[src/rtl/cnn_mac_pipe.sv]
// cnn_mac_pipe: pipelined signed multiply-accumulate for one conv output channel.
//
// The full-precision product din0*din1 runs through NUM_STAGE registers. Each register
// carries {valid, first, last}. A registered accumulator sits after the last product stage.
// It sums each window framed by acc_first/acc_last. On the closing beat it emits the
// window sum on dout with out_valid.
//
// Ports:
//   ap_clk     clock, rising edge
//   ap_rst     synchronous active-high reset, overrides ce
//   ce         clock enable, 0 freezes every register
//   in_valid   qualifies din0/din1/acc_first/acc_last
//   din0       signed feature operand
//   din1       signed weight operand
//   acc_first  beat opens a new accumulation window
//   acc_last   beat closes the window
//   out_valid  dout holds a completed window result
//   dout       signed window sum
//
// Build option: define CNN_MAC_SAT_EN to saturate dout to its signed range instead of
// truncating. The accumulator itself always wraps at ACC_WIDTH.
module cnn_mac_pipe #(
  parameter int ID         = 1,
  parameter int NUM_STAGE  = 3,
  parameter int din0_WIDTH = 9,
  parameter int din1_WIDTH = 14,
  parameter int ACC_WIDTH  = 32,
  parameter int dout_WIDTH = 32
) (
  input  logic                         ap_clk,
  input  logic                         ap_rst,
  input  logic                         ce,
  input  logic                         in_valid,
  input  logic signed [din0_WIDTH-1:0] din0,
  input  logic signed [din1_WIDTH-1:0] din1,
  input  logic                         acc_first,
  input  logic                         acc_last,
  output logic                         out_valid,
  output logic signed [dout_WIDTH-1:0] dout
);

  localparam int P = din0_WIDTH + din1_WIDTH;

  // ID is a tag only
  logic unused_id;
  assign unused_id = ^32'(ID);

  logic signed [P-1:0]          prod_in;
  logic signed [P-1:0]          prod_q [NUM_STAGE];
  logic [NUM_STAGE-1:0]         valid_q;
  logic [NUM_STAGE-1:0]         first_q;
  logic [NUM_STAGE-1:0]         last_q;
  logic signed [ACC_WIDTH-1:0]  acc_q;
  logic signed [ACC_WIDTH-1:0]  acc_d;
  logic signed [ACC_WIDTH-1:0]  prod_ext;
  logic signed [dout_WIDTH-1:0] fmt_val;

  assign prod_in  = din0 * din1;
  assign prod_ext = ACC_WIDTH'(prod_q[NUM_STAGE-1]);

  always_comb begin
    acc_d = acc_q;
    if (first_q[NUM_STAGE-1]) begin
      acc_d = prod_ext;
    end else begin
      acc_d = acc_q + prod_ext;
    end
  end

  if (dout_WIDTH == ACC_WIDTH) begin : g_full
    assign fmt_val = acc_d;
  end else begin : g_narrow
`ifdef CNN_MAC_SAT_EN
    // Sum fits when every bit from the dout sign bit upward agrees
    logic [ACC_WIDTH-dout_WIDTH:0] hi;
    assign hi = acc_d[ACC_WIDTH-1:dout_WIDTH-1];
    always_comb begin
      if ((&hi) || !(|hi)) begin
        fmt_val = acc_d[dout_WIDTH-1:0];
      end else if (hi[ACC_WIDTH-dout_WIDTH]) begin
        fmt_val = {1'b1, {(dout_WIDTH-1){1'b0}}};
      end else begin
        fmt_val = {1'b0, {(dout_WIDTH-1){1'b1}}};
      end
    end
`else
    assign fmt_val = acc_d[dout_WIDTH-1:0];
`endif
  end

  always_ff @(posedge ap_clk) begin
    if (ap_rst) begin
      valid_q   <= '0;
      first_q   <= '0;
      last_q    <= '0;
      for (int i = 0; i < NUM_STAGE; i++) begin
        prod_q[i] <= '0;
      end
      acc_q     <= '0;
      out_valid <= 1'b0;
      dout      <= '0;
    end else if (ce) begin
      // Flags are masked by in_valid so bubbles can never open or close a window
      valid_q[0] <= in_valid;
      first_q[0] <= in_valid & acc_first;
      last_q[0]  <= in_valid & acc_last;
      prod_q[0]  <= prod_in;
      for (int i = 1; i < NUM_STAGE; i++) begin
        valid_q[i] <= valid_q[i-1];
        first_q[i] <= first_q[i-1];
        last_q[i]  <= last_q[i-1];
        prod_q[i]  <= prod_q[i-1];
      end
      if (valid_q[NUM_STAGE-1]) begin
        acc_q <= acc_d;
      end
      if (valid_q[NUM_STAGE-1] && last_q[NUM_STAGE-1]) begin
        out_valid <= 1'b1;
        dout      <= fmt_val;
      end else begin
        out_valid <= 1'b0;
      end
    end
  end

endmodule

[config.mk]
export PLATFORM = sky130hd
export DESIGN_NAME = cnn_mac_pipe
export DESIGN_NICKNAME = d
export VERILOG_FILES = /design/src/rtl/cnn_mac_pipe.sv
export SDC_FILE = /design/constraint.sdc
export NUM_CORES = 1
export LEC_CHECK = 0
export ABC_AREA = 1
export BUFFER_PORTS_ARGS = -buffer_cell sky130_fd_sc_hd__buf_2
export CORE_MARGIN = 5
export CORE_UTILIZATION = 30
export DETAILED_ROUTE_END_ITERATION = 16
export HOLD_SLACK_MARGIN = 0.02
export SLEW_MARGIN = 40
export SYNTH_ARGS = -nofsm -noshare
export SYNTH_HDL_FRONTEND = slang
export SYNTH_SLANG_ARGS = --single-unit
export TNS_END_PERCENT = 30
[constraint.sdc]
create_clock -name ap_clk -period 6.3 [get_ports ap_clk]
set_input_delay 0.945 -clock ap_clk [delete_from_list [all_inputs] [get_ports ap_clk]]
set_output_delay 0.945 -clock ap_clk [all_outputs]
set_load 0.005 [all_outputs]
Yosys cells after proc, flatten, opt, wreduce, memory -nomap -nowiden

Memory sizes are Yosys's and may differ from the RTL's.
Cells that the tools add are included.

Flip-flop bits (word level): 74
Memory bits (writable): 69
Output and inout bits: 33
Word-level logic and storage cells: 27
Memories: 1

$add $sub $neg: 1
Multipliers: 1
Multiplexer cells: 10
Bitwise logic cells: 5
Reduce and logical (&&, ||, !) cells: 3

Memories:

| memory | depth | width | rd ports | clocked after memory_dff | wr ports | RTL line | source |
|---|---|---|---|---|---|---|---|
| prod_q | 3     | 23    | 3        | 0                        | 3        | 49       | `logic signed [P-1:0] prod_q [NUM_STAGE];` |

Operators with widths:

| operator            | number |
|---|---|
| $mux W23            | 3 |
| $add A32 B23 Y32    | 1 |
| $mux W32            | 1 |
| $mul A9 B14 Y23     | 1 |
| $mux W1             | 6 |
| $reduce_and A2 Y1   | 2 |
| $or A1 B1 Y1        | 3 |
| $and A1 B1 Y1       | 2 |
| $logic_and A1 B1 Y1 | 1 |

Logic depth before layout (Yosys ltp)

Depth after elaboration: 4
Gate-level depth with buffers: 21
Mapped depth without buffers: 20

Least setup slack after synthesis

No wires, ideal clock.

Path kind: input to register
From: input port din1[0]
To: memory prod_q[0][15] (netlist name) (data pin)
Library setup time: 0.261 ns
Arrival time: 5.205 ns
Slack: 0.834 ns
Cell stages on the path: 15
Path through: clkbuf_1 or2_2 fa_1 fa_1 inv_1 fa_1 fa_1 fa_1 ha_1 o21ai_0 inv_1 a21oi_1 o21ai_0 o21ai_0 a21oi_1

RTL lines:

| item            | RTL line | source |
|---|---|---|
| start, declared | 35       | `input logic signed [din1_WIDTH-1:0] din1,` |
| end, declared   | 49       |  |

==> reports/qor.yml <==
sta:
  rsz0062_at_grt: "false"
  finalHoldViolations: 0
  slew_viol_final: 0
  clock-skew-final_ns: 0.00894
  slew_headroom_pct: 48.5
  worstMarginPinSlew_ns: 0.772
  post-route-min-period_ns: 5.30
  setup_violations: 0
  tns_ns: 0
  fin_crit_sh_pct: 84.2
  max_freq_mhz: 189
critical_path:
  max_stage_delay_ns: 0.59
  startpoint_type: "input pin"
  end_kind: "flop"
  crit_required_ns: 6.47
  cp_max_fo: 9
  path_cells: "buf_2 > or2_2 > fa_1 > fa_1 > inv_1 > fa_1 > fa_1 > fa_1 > ha_1 > o21ai_0 > inv_1 > a21oi_1 > o21ai_0 > o21ai_0 > a21oi_1"
  cp_common_cell: "fa_1"
  cp_slowest_cell: "fa_1"
  crit_cells: 15
  crit_arrival_ns: 5.47
  worst-r2r-cell-count: 12
  path_class: "in2reg"
  cpLargestDelayFamily: "adder cells"
  crit_buf_inv: 3
worst_hold_path:
  hp-class: "reg2reg"
  holdPathStages: 2
floorplanning:
  io-pin-count: 62
  rows: 74
  core_um2: 41000
  die_h_um: 214
  die_w_um: 214
  start_util_pct: 30.4
  die_area_um2: 45700
logic_synthesis:
  syn_nets: 1908
  synthCells: 1694
  yosysWarnings: 0
  synth_top_area_cell: "fa_1"
  ys_top_cells_by_area: "fa_1 17%, edfxtp_1 17%, nand2_1 13%, dfxtp_1 12%, inv_1 11%"
  ys_ff_latch: 143
  syn_avg_cell_area_um2: 7.36
  yosysUniqueCellTypes: 41
  ys_seq_area_share_pct: 28.5
  synth.cell_area_um2: 12500
  yosysTopAreaCellShare_pct: 17.0
drt:
  drtPass1Iterations: 8
  first_iter_violations: 601
  wl_per_cell_um: 12.8
  post-route-drc-count: 0
  vias: 10081
  ant_nets: 0
  vias_per_cell: 4.44
  wl_um: 29000
power_and_ir_drop:
  powerDensity_nw_per_um2: 300
  vdd_drop_max_v: 0.000163
  p_leak_nw: 7.58
layout:
  synthToLayoutAreaGrowth_pct: 10.9
  drive_above_1_share_pct: 7.31
  fin_util_pct: 33.7
  diodes: 0
  final_cell_mix: "438 x nand2_1, 378 x inv_1, 182 x nor2_1"
  nFillCells: 4310
  layout_commonest_cell: "nand2_1"
  nNetsFinal: 1938
  stdcell_count: 2269
  design_area_um2: 13800
clock_tree:
  ctsResizeCount: 0
  cts_tree: "built"
  cts_max_level: 4
  postCtsHoldBufs: 0
  root_buffer: "clkbuf_16"
  post_cts.repair.setup_buffers: 0
  clock_path_buffers: 2
  numCtsBuffers: 17
  clk_latency_ns: 0.42
  clk_pin_slew_ns: 0.06
  cts.sinks: 143
grt:
  grt_usage_pct: 13.0
  grt_pass1_vias: 9896
  grt_pass1_wl_um: 48500
  grt_max_degree: 78
  grt-ovfl-total: 0
  antenna_found_initial: 0
place:
  io_buffers: 61
  dp_cells: 2237
  gp_congestion: 0.891
  hpwl_um: 22600
  placed_area_um2: 13300
outcome:
  outcome: "completed"
run:
  drv_cap: 0
layout make-up:
cell class / count / area, µm² / area share (%)
clock buffers: 19 / 433 / 3.13
clock inverters: 13 / 101 / 0.733
inverters: 384 / 1440 / 10.4
multi-input cells: 1110 / 7270 / 52.6
flip-flops and latches: 143 / 3550 / 25.7
well taps: 532 / 666 / 4.81
repair buffers: 68 / 358 / 2.59
metrics by stage:
stage	total power [mW]	worst slack (ns)	hold slack, ns
after floorplan	2.76	0.834	0.406
after global placement	3.20	0.590	0.457
after detailed placement	3.22	0.547	0.463
after CTS	4.19	0.999	0.476
after global routing	4.58	0.689	0.492
final	4.14	0.998	0.471
flip-flops by register name, summed over array words and instances, names as in the netlist:
register and flops:
acc_q 32, valid_q 3, dout 32, prod_q 69, out_valid 1, last_q 3
first_q 3
kinds of logic after synthesis:
family	Yosys count	share of synthesized area, %
buf+inv	441	13.4
fa+ha+maj	185	24.9
compound gates	166	7.81
flops	143	28.5
simple gates	744	24.3
xor+xnor	15	1.05
power breakdown:
| group | internal, mW | switching (mW) | leakage (nW) |
|---|---|---|---|
| combinational | 0.796 | 1.30 | 5.96 |
| sequential | 1.09 | 0.0285 | 1.36 |
| clock | 0.510 | 0.415 | 0.260 |
tightest hold or removal path, stage by stage (launching register included):
cell	delay, ns
dfxtp_1	0.30
inv_1	0.06
o22ai_1	0.07
synth_stat cells:
master	instances
nand2_2	11
a211oi_1	1
or2_2	5
nor2_2	4
o22ai_1	5
ha_1	79
edfxtp_1	69
o21bai_1	13
fa_1	106
o21ai_2	1
or2_4	1
dfxtp_1	74
a21o_1	1
nand3b_1	7
xnor2_1	7
o211ai_1	10
nand3_2	3
nand4_1	3
o31ai_1	2
a21oi_1	55
buf_2	9
or2_0	1
inv_2	3
nor3_2	1
nor3b_1	1
or2_1	3
nand3_1	76
nor2_1	182
nor3_4	1
nor3_1	6
o21a_1	24
xor2_1	8
o21ai_0	45
inv_1	378
a21boi_0	1
nand2_1	439
buf_1	1
o21ai_1	6
a31oi_1	2
clkinv_1	3
clkbuf_1	47
path summary, 6_finish.rpt:
check | start | to | slack (ns)
hold reg to reg | last_q[1]$_SDFFE_PP0P_ | last_q[2]$_SDFFE_PP0P_ | 0.47
hold / removal | last_q[1]$_SDFFE_PP0P_ | last_q[2]$_SDFFE_PP0P_ | 0.47
setup / recovery | din1[0] | prod_q[0][15]$_SDFFCE_PN0P_ | 1.0
setup reg to reg | prod_q[0][68]$_SDFFCE_PN0P_ | dout[26]$_SDFFE_PP0P_ | 3.83
layer usage:
metal  global-route usage, %  wire length (µm)  vias to the layer above
li1                        -                 -                     5194
met2                    22.0             13400                      202
met5                       0                 0                        -
met4                    3.90               640                        0
met1                    17.5             13700                     4647
met3                    1.57              1220                       38
Note: power is estimated with default switching activity, not from simulation.
